`config.mk`:
```
export PLATFORM = sky130hd
export DESIGN_NAME = seq_pattern_tx_flat
export DESIGN_NICKNAME = d
export VERILOG_FILES = /design/src/rtl/seq_pattern_tx_if.sv /design/src/rtl/seq_pattern_tx.sv /design/src/flat_wrapper.sv
export SDC_FILE = /design/constraint.sdc
export NUM_CORES = 1
export LEC_CHECK = 0
export CAP_MARGIN = 15
export CORE_MARGIN = 2
export CORE_UTILIZATION = 57
export CTS_CLUSTER_DIAMETER = 30
export DETAILED_ROUTE_END_ITERATION = 12
export PLACE_DENSITY_LB_ADDON = 0.08
export SKIP_LAST_GASP = 1
export SLEW_MARGIN = 10
export SYNTH_ARGS = -nofsm -noshare
export SYNTH_HDL_FRONTEND = slang
export SYNTH_SLANG_ARGS = --single-unit
export TNS_END_PERCENT = 1
```
`constraint.sdc`:
```
create_clock -name clk -period 4.3 [get_ports clk]
set_clock_uncertainty 0.05 [all_clocks]
set_input_delay 0.43 -clock clk [delete_from_list [all_inputs] [get_ports clk]]
set_output_delay 0.43 -clock clk [all_outputs]
set_load 0.005 [all_outputs]
```
`src/rtl/seq_pattern_tx_if.sv`:
```
// seq_pattern_tx_if: request/serial-output bundle between a pattern source and seq_pattern_tx
interface seq_pattern_tx_if #(
    parameter int WIDTH = 8,
    parameter int LEN_W = 4,
    parameter int REP_W = 4,
    parameter int GAP_W = 4
);
    logic             start;
    logic [WIDTH-1:0] pattern;
    logic [LEN_W-1:0] len;
    logic [REP_W-1:0] reps;
    logic [GAP_W-1:0] gap;
    logic             abort;
    logic             ready;
    logic             x;
    logic             x_valid;
    logic             busy;
    logic             done;

    modport master (
        output start, pattern, len, reps, gap, abort,
        input  ready, x, x_valid, busy, done
    );

    modport slave (
        input  start, pattern, len, reps, gap, abort,
        output ready, x, x_valid, busy, done
    );
endinterface

```
`src/rtl/seq_pattern_tx.sv`:
```
// seq_pattern_tx: MSB-first bit-serial pattern transmitter with repeat count and idle gaps
module seq_pattern_tx #(
    parameter int   WIDTH    = 8,
    parameter int   LEN_W    = 4,
    parameter int   REP_W    = 4,
    parameter int   GAP_W    = 4,
    parameter logic IDLE_LVL = 1'b0
) (
    input logic              clk,
    input logic              rst,
    seq_pattern_tx_if.slave  bus
);
    typedef enum logic [1:0] {IDLE, SHIFT, GAP, DONE} state_e;

    localparam logic [LEN_W-1:0] WL = LEN_W'(WIDTH);

    state_e           state_q, state_d;
    logic [WIDTH-1:0] pat_q, pat_d, sh;
    logic [LEN_W-1:0] len_q, len_d, idx_q, idx_d, len_in;
    logic [REP_W-1:0] rep_q, rep_d;
    logic [GAP_W-1:0] gap_q, gap_d, gcnt_q, gcnt_d;
    logic             x_q, x_d, xv_q, xv_d, busy_q, busy_d, done_q, done_d, ready_q, ready_d;

    assign len_in = (bus.len == '0 || bus.len > WL) ? WL : bus.len;
    // Outputs are precomputed from next state so every port comes straight from a flop
    assign sh = pat_d >> idx_d;

    always_comb begin
        state_d = state_q;
        pat_d   = pat_q;
        len_d   = len_q;
        idx_d   = idx_q;
        rep_d   = rep_q;
        gap_d   = gap_q;
        gcnt_d  = gcnt_q;
        case (state_q)
            IDLE: if (bus.start && !bus.abort) begin
                pat_d   = bus.pattern;
                len_d   = len_in;
                rep_d   = bus.reps;
                gap_d   = bus.gap;
                idx_d   = len_in - LEN_W'(1);
                state_d = SHIFT;
            end
            SHIFT: if (bus.abort) state_d = IDLE;
            else if (idx_q != '0) idx_d = idx_q - LEN_W'(1);
            else if (rep_q != '0) begin
                rep_d   = rep_q - REP_W'(1);
                idx_d   = len_q - LEN_W'(1);
                gcnt_d  = gap_q - GAP_W'(1);
                state_d = (gap_q != '0) ? GAP : SHIFT;
            end else state_d = DONE;
            GAP: if (bus.abort) state_d = IDLE;
            else if (gcnt_q == '0) state_d = SHIFT;
            else gcnt_d = gcnt_q - GAP_W'(1);
            default: state_d = IDLE;
        endcase
        x_d     = (state_d == SHIFT) ? sh[0] : IDLE_LVL;
        xv_d    = state_d == SHIFT;
        busy_d  = state_d == SHIFT || state_d == GAP;
        done_d  = state_d == DONE;
        ready_d = state_d == IDLE;
    end

    always_ff @(posedge clk) begin
        if (rst) begin
            state_q <= IDLE;
            pat_q   <= '0;
            len_q   <= '0;
            idx_q   <= '0;
            rep_q   <= '0;
            gap_q   <= '0;
            gcnt_q  <= '0;
            x_q     <= IDLE_LVL;
            xv_q    <= 1'b0;
            busy_q  <= 1'b0;
            done_q  <= 1'b0;
            ready_q <= 1'b1;
        end else begin
            state_q <= state_d;
            pat_q   <= pat_d;
            len_q   <= len_d;
            idx_q   <= idx_d;
            rep_q   <= rep_d;
            gap_q   <= gap_d;
            gcnt_q  <= gcnt_d;
            x_q     <= x_d;
            xv_q    <= xv_d;
            busy_q  <= busy_d;
            done_q  <= done_d;
            ready_q <= ready_d;
        end
    end

    assign bus.x       = x_q;
    assign bus.x_valid = xv_q;
    assign bus.busy    = busy_q;
    assign bus.done    = done_q;
    assign bus.ready   = ready_q;
endmodule

```
`src/flat_wrapper.sv`:
```
// flat-port wrapper written by rule: the top's interface ports become plain ports
module seq_pattern_tx_flat 
#(
    parameter int   WIDTH    = 8,
    parameter int   LEN_W    = 4,
    parameter int   REP_W    = 4,
    parameter int   GAP_W    = 4,
    parameter logic IDLE_LVL = 1'b0
)
  (clk, rst, bus_start, bus_pattern, bus_len, bus_reps, bus_gap, bus_abort, bus_ready, bus_x, bus_x_valid, bus_busy, bus_done);
  seq_pattern_tx_if #(.WIDTH(WIDTH), .LEN_W(LEN_W), .REP_W(REP_W), .GAP_W(GAP_W)) bus_i ();
  input logic clk;
  input logic rst;
  input wire logic [$bits(bus_i.start)-1:0] bus_start;
  input wire logic [$bits(bus_i.pattern)-1:0] bus_pattern;
  input wire logic [$bits(bus_i.len)-1:0] bus_len;
  input wire logic [$bits(bus_i.reps)-1:0] bus_reps;
  input wire logic [$bits(bus_i.gap)-1:0] bus_gap;
  input wire logic [$bits(bus_i.abort)-1:0] bus_abort;
  output wire logic [$bits(bus_i.ready)-1:0] bus_ready;
  output wire logic [$bits(bus_i.x)-1:0] bus_x;
  output wire logic [$bits(bus_i.x_valid)-1:0] bus_x_valid;
  output wire logic [$bits(bus_i.busy)-1:0] bus_busy;
  output wire logic [$bits(bus_i.done)-1:0] bus_done;
  assign bus_i.start = bus_start;
  assign bus_i.pattern = bus_pattern;
  assign bus_i.len = bus_len;
  assign bus_i.reps = bus_reps;
  assign bus_i.gap = bus_gap;
  assign bus_i.abort = bus_abort;
  assign bus_ready = bus_i.ready;
  assign bus_x = bus_i.x;
  assign bus_x_valid = bus_i.x_valid;
  assign bus_busy = bus_i.busy;
  assign bus_done = bus_i.done;
  seq_pattern_tx #(.WIDTH(WIDTH), .LEN_W(LEN_W), .REP_W(REP_W), .GAP_W(GAP_W), .IDLE_LVL(IDLE_LVL)) u_core (.clk(clk), .rst(rst), .bus(bus_i));
endmodule
```
Word level (Yosys, flattened, before mapping) --
Cells that the tools add are included.
Storage, ports and cells: flip-flop bits (word level) 35, input port bits 24, output and inout bits 5
Operators by class: add/subtract/negate cells 6, magnitude comparators 1, equal/unequal tests 11, shifts and indexed selects 1, mux-type cells 27, bitwise gates (word level) 1, reduce and logical (&&, ||, !) cells 17
Operators with widths (count):
- 2-to-1 mux 4 bit | 14
- case mux 4 bit (2 select lines) | 3
- subtractor 4 x 1 -> 4 bit, second input constant | 6
- 2-to-1 mux 8 bit | 2
- 2-to-1 mux 2 bit | 7
- nonzero test 4 bit | 3
- logical NOT 4 bit | 2
- != test 2 bit, second input constant | 4
- right shift 8 x 4 -> 1 bit | 1
- == test 2 bit, second input constant | 3
- case mux 2 bit (3 select lines) | 1
- AND reduction 6 bit | 1
- AND reduction 5 bit | 1
- == test 2 x 1 -> 1 bit, second input constant | 2
- greater-than comparator 4 bit, second input constant | 1
- logical NOT 2 bit | 2
- != test 2 x 1 -> 1 bit, second input constant | 2
- nonzero test 2 bit | 2
- logical OR 1 bit | 2
- AND reduction 2 bit | 1
- OR reduction 2 bit | 1
- logical AND 1 bit | 1
- logical NOT 1 bit | 1
- NOT 1 bit | 1

Logic depth before layout (Yosys ltp) --
depth in word-level cells 9, gate-level depth with buffers 13, gate-level depth less buffers 12

Worst setup path after synthesis --
No wires, ideal clock.
kind reg-to-reg, start point register u_core.idx_q[0], end point register u_core.x_q (netlist: u_core.bus.x), arrival 2.347 ns, data required time 4.158 ns, path slack 1.811 ns, cell stages (with the launch flop) 11, buffers on the path 1, path through dfxtp_1 > inv_1 > ha_1 > or3b_1 > buf_2 > a221o_1 > nand4_2 > nand2_4 > mux2_4 > nor4bb_1 > nor4_1
Between the ends: longest elaborated chain between the ends 7, elaborated cells between the ends (all ways) 14
RTL lines:
- start, declared | line seq_pattern_tx.sv:19 | logic [LEN_W-1:0] len_q, len_d, idx_q, idx_d, len_in;
- start signal, assigned | line seq_pattern_tx.sv:83 | idx_q <= idx_d;
- parallel branches: the longest is 7 deep, another holds subtractor 4 x 1 -> 4 bit
- end signal, assigned | line seq_pattern_tx.sv:74 | x_q <= IDLE_LVL;
- end signal, assigned | line seq_pattern_tx.sv:87 | x_q <= x_d;
- end, declared | line seq_pattern_tx.sv:22 | logic x_q, x_d, xv_q, xv_d, busy_q, busy_d, done_q, done_d, ready_q, ready_d;
Parallel ways; which one is timed is not known. A chain may end at the register's enable or synchronous reset.

Final worst setup path --
Ends and elaborated chain as after synthesis.

==> run summary <==
Outcome -> finished, final reports clean
Hold_sp -> u_core.pat_q[7]$_SDFF_PP0_
Reg-to-reg startpoint -> u_core.idx_q[0]$_SDFF_PP0_
Minimum clock period -> 2.77 ns
Vias in the first global route -> 1,466
Core area -> 3280 sq um
Row count -> 21
Least-Margin Pin Slew -> 0.662 ns
R2R Path End -> u_core.bus.x$_SDFF_PP0_
Mapped cell area -> 1910 sq um
Layout cell share with drive strength beyond 1 -> 0.0725
Pre-CTS setup slack -> 1.24 ns
Global-route wire length before repair -> 6.31 mm
Setup TNS Final -> 0 ns
Final Core Density -> 0.686
Critical path origin -> u_core.idx_q[0]$_SDFF_PP0_
# resized after CTS -> 0
Layout Cells excl Fill -> 308
DR vias -> 1,698
Die height -> 61.9 um
Bufs on Longest Clock Path -> 2
Post-DP Area -> 2210 sq um
Sequential-to-total area share from yosys stat -> 0.366
Final worst setup slack -> 1.53 ns
Gr ovfl total -> 0
Syn. warnings -> 0
Synth-to-layout area growth -> 17.8%
Worst EP arrival -> 2.96 ns
Starting Density -> 0.582
Die area -> 3840 sq um
Total GRT Usage -> 0.225
Die X -> 61.9 um
Diode count -> 0
Final Power -> 0.722 mW
Clk_lat worst skew -> 0.34 ns
PwrDens -> 321 nW/um^2
DP Cell Count -> 302
# fillers -> 278
Slowest cell on crit path -> or3b_1
Critical Path Max Stage Delay -> 0.46 ns
Final max-slew violation count -> 0
Post-synth net total -> 271
Mean area per synthesized cell -> 8.04 sq um
DRT Pass-1 Iters -> 4
HPWL after DPL -> 2.92 mm
Maximum vdd drop -> 212 uV
Leak -> 0.872 nW
Initial DRC count -> 72
Final hold vios -> 0
H-tree depth -> 2
Depth of the worst hold-timing path -> 2
TritonCTS buffer count -> 5
# setup viols final -> 0
TritonCTS clock tree -> done
Max_slew headroom -> 0.557
Worst-path fanout max -> 8
Post-synthesis cell count -> 238
MaxCap Viol Count -> 0
Antenna violations before repair -> 0
Critical Path RT -> 4.48 ns
CP Class -> flop to flop
# clock sinks -> 35
WL/cell -> 12.7 um
Final hold slack -> 0.422 ns
Worst path cell trace -> inv_1 > ha_1 > or3b_1 > a221o_1 > nand4_2 > nand2_4 > mux2_4 > nor4bb_1 > nor4_1
Worst setup EP type -> flop
RePlAce Congestion -> 0.862
Post-synthesis register bit count -> 35
Fin area -> 2250 sq um
Largest net degree at the start of global routing -> 20
Num ports -> 29
Distinct cell type count after synthesis -> 47
Hold buffers post-CTS -> 0
Worst-path clk slew -> 0.10 ns
Post-CTS setup buffers -> 0
RSZ-0062 raised after global routing -> false
Via density -> 5.51
Final #Nets -> 296
Number of port buffers -> 28
Reg2reg setup slack -> 1.53 ns
WHS Endpoint -> u_core.pat_q[7]$_SDFF_PP0_
Critical Path Source Type -> flop
Residual DRC -> 0
Reg2Reg Depth -> 9
ANT nets after route -> 0
WL final -> 3.93 mm
FMAX -> 360 MHz
Period utilization -> 0.645
Root buffer cell -> clkbuf_4
Worst Hold Class -> flop to flop
==> cells by family after synthesis <==
family,count (synthesis),synth area share
simple gates,94,0.252
compound gates,66,0.216
flops,35,0.366
buf+inv,23,0.0497
fa+ha+maj,9,0.0589
mux,7,0.0392
xor+xnor,4,0.0183
==> layer usage <==
| layer | track usage | vias to the layer above | wire length (um) |
|---|---|---|---|
| li1 | - | 890 | - |
| met1 | 0.271 | 772 | 1910 |
| met2 | 0.374 | 27 | 1810 |
| met3 | 0.0683 | 9 | 123 |
| met4 | 0.0912 | 0 | 83 |
| met5 | 0 | - | 0 |
==> worst max path at each step <==
stage / slack (ns) / cells after the start / to
after floorplan: 1.81 / 10 / u_core.bus.x$_SDFF_PP0_
after global placement: 1.35 / 8 / u_core.bus.x$_SDFF_PP0_
after detailed placement: 1.24 / 8 / u_core.bus.x$_SDFF_PP0_
after CTS: 1.55 / 9 / u_core.bus.x$_SDFF_PP0_
after global routing: 1.33 / 8 / u_core.bus.x$_SDFF_PP0_
final: 1.53 / 9 / u_core.bus.x$_SDFF_PP0_
==> cells in the mapped netlist, drive strengths merged <==
cell type,instances,area (sq um)
a21o,1,7.51
or2,2,12.5
a211oi,5,42.5
nor3b,3,22.5
nand2,35,139
a221o,1,10.0
ha,9,113
and3,2,12.5
nor4,3,18.8
mux2,1,15.0
o21ai,12,60.1
or3b,2,17.5
o211ai,2,15.0
a21oi,26,130
nor4bb,1,10.0
o22ai,2,12.5
nor3,7,40.0
and2b,2,17.5
nand4,1,12.5
a31oi,4,25.0
mux2i,6,60.1
buf,4,23.8
xor2,1,8.76
or3,2,13.8
o311ai,1,8.76
o31ai,1,7.51
a22o,2,17.5
nor2b,5,31.3
nor2,21,78.8
clkbuf,8,30.0
nand2b,7,46.3
a221oi,2,17.5
inv,11,41.3
xnor2,3,26.3
a22oi,6,50.1
nand4b,1,8.76
dfxtp,35,701
a32oi,1,8.76
==> worst max-delay path, delay by kind of cell (launching register included) <==
kind	cells	cell delay, ns
buffers and inverters	1	0.17
AO/OA/AOI/OAI	1	0.41
multiplexers	1	0.31
adder cells (fa/ha/maj)	1	0.21
flip-flops	1	0.35
AND/OR/NAND/NOR	5	1.17
==> final cells by class <==
type,count,area [sq um],share of cell area
tap,46,57.6,0.0255
multi-input combinational,180,1120,0.496
timing repair buffer,30,295,0.131
clock buffer,6,41.3,0.0183
inverter,11,41.3,0.0183
sequential,35,701,0.311
==> sequential cells by signal (all words and copies together), names as in the netlist <==
| signal | count |
|---|---|
| u_core.bus.ready | 1 |
| u_core.len_q | 4 |
| u_core.gap_q | 4 |
| u_core.pat_q | 8 |
| u_core.bus.busy | 1 |
| u_core.bus.x | 1 |
| u_core.bus.done | 1 |
| u_core.state_q | 2 |
| u_core.bus.x_valid | 1 |
| u_core.rep_q | 4 |
| u_core.idx_q | 4 |
| u_core.gcnt_q | 4 |
==> where the power goes <==
group          switching, mW  leakage (nW)  internal, mW
combinational          0.107         0.562        0.0936
clock                  0.102        0.0242        0.0581
sequential            0.0162         0.286         0.346
==> layout by cell type (no fill, tap or decap), types with 3 or more instances in the layout <==
| cell type | instances |
|---|---|
| a21oi_1 | 26 |
| nor4_1 | 3 |
| a31oi_1 | 4 |
| xnor2_1 | 3 |
| nor3b_1 | 3 |
| ha_1 | 9 |
| clkdlybuf4s50_1 | 28 |
| dfxtp_1 | 35 |
| nand2b_1 | 6 |
| a22oi_1 | 5 |
| a211oi_1 | 4 |
| nand2_1 | 34 |
| nor2_1 | 21 |
| nor3_1 | 6 |
| clkbuf_4 | 5 |
| mux2i_1 | 6 |
| inv_1 | 11 |
| o21ai_0 | 11 |
| nor2b_1 | 5 |
Power figures use the tool's default switching activity.
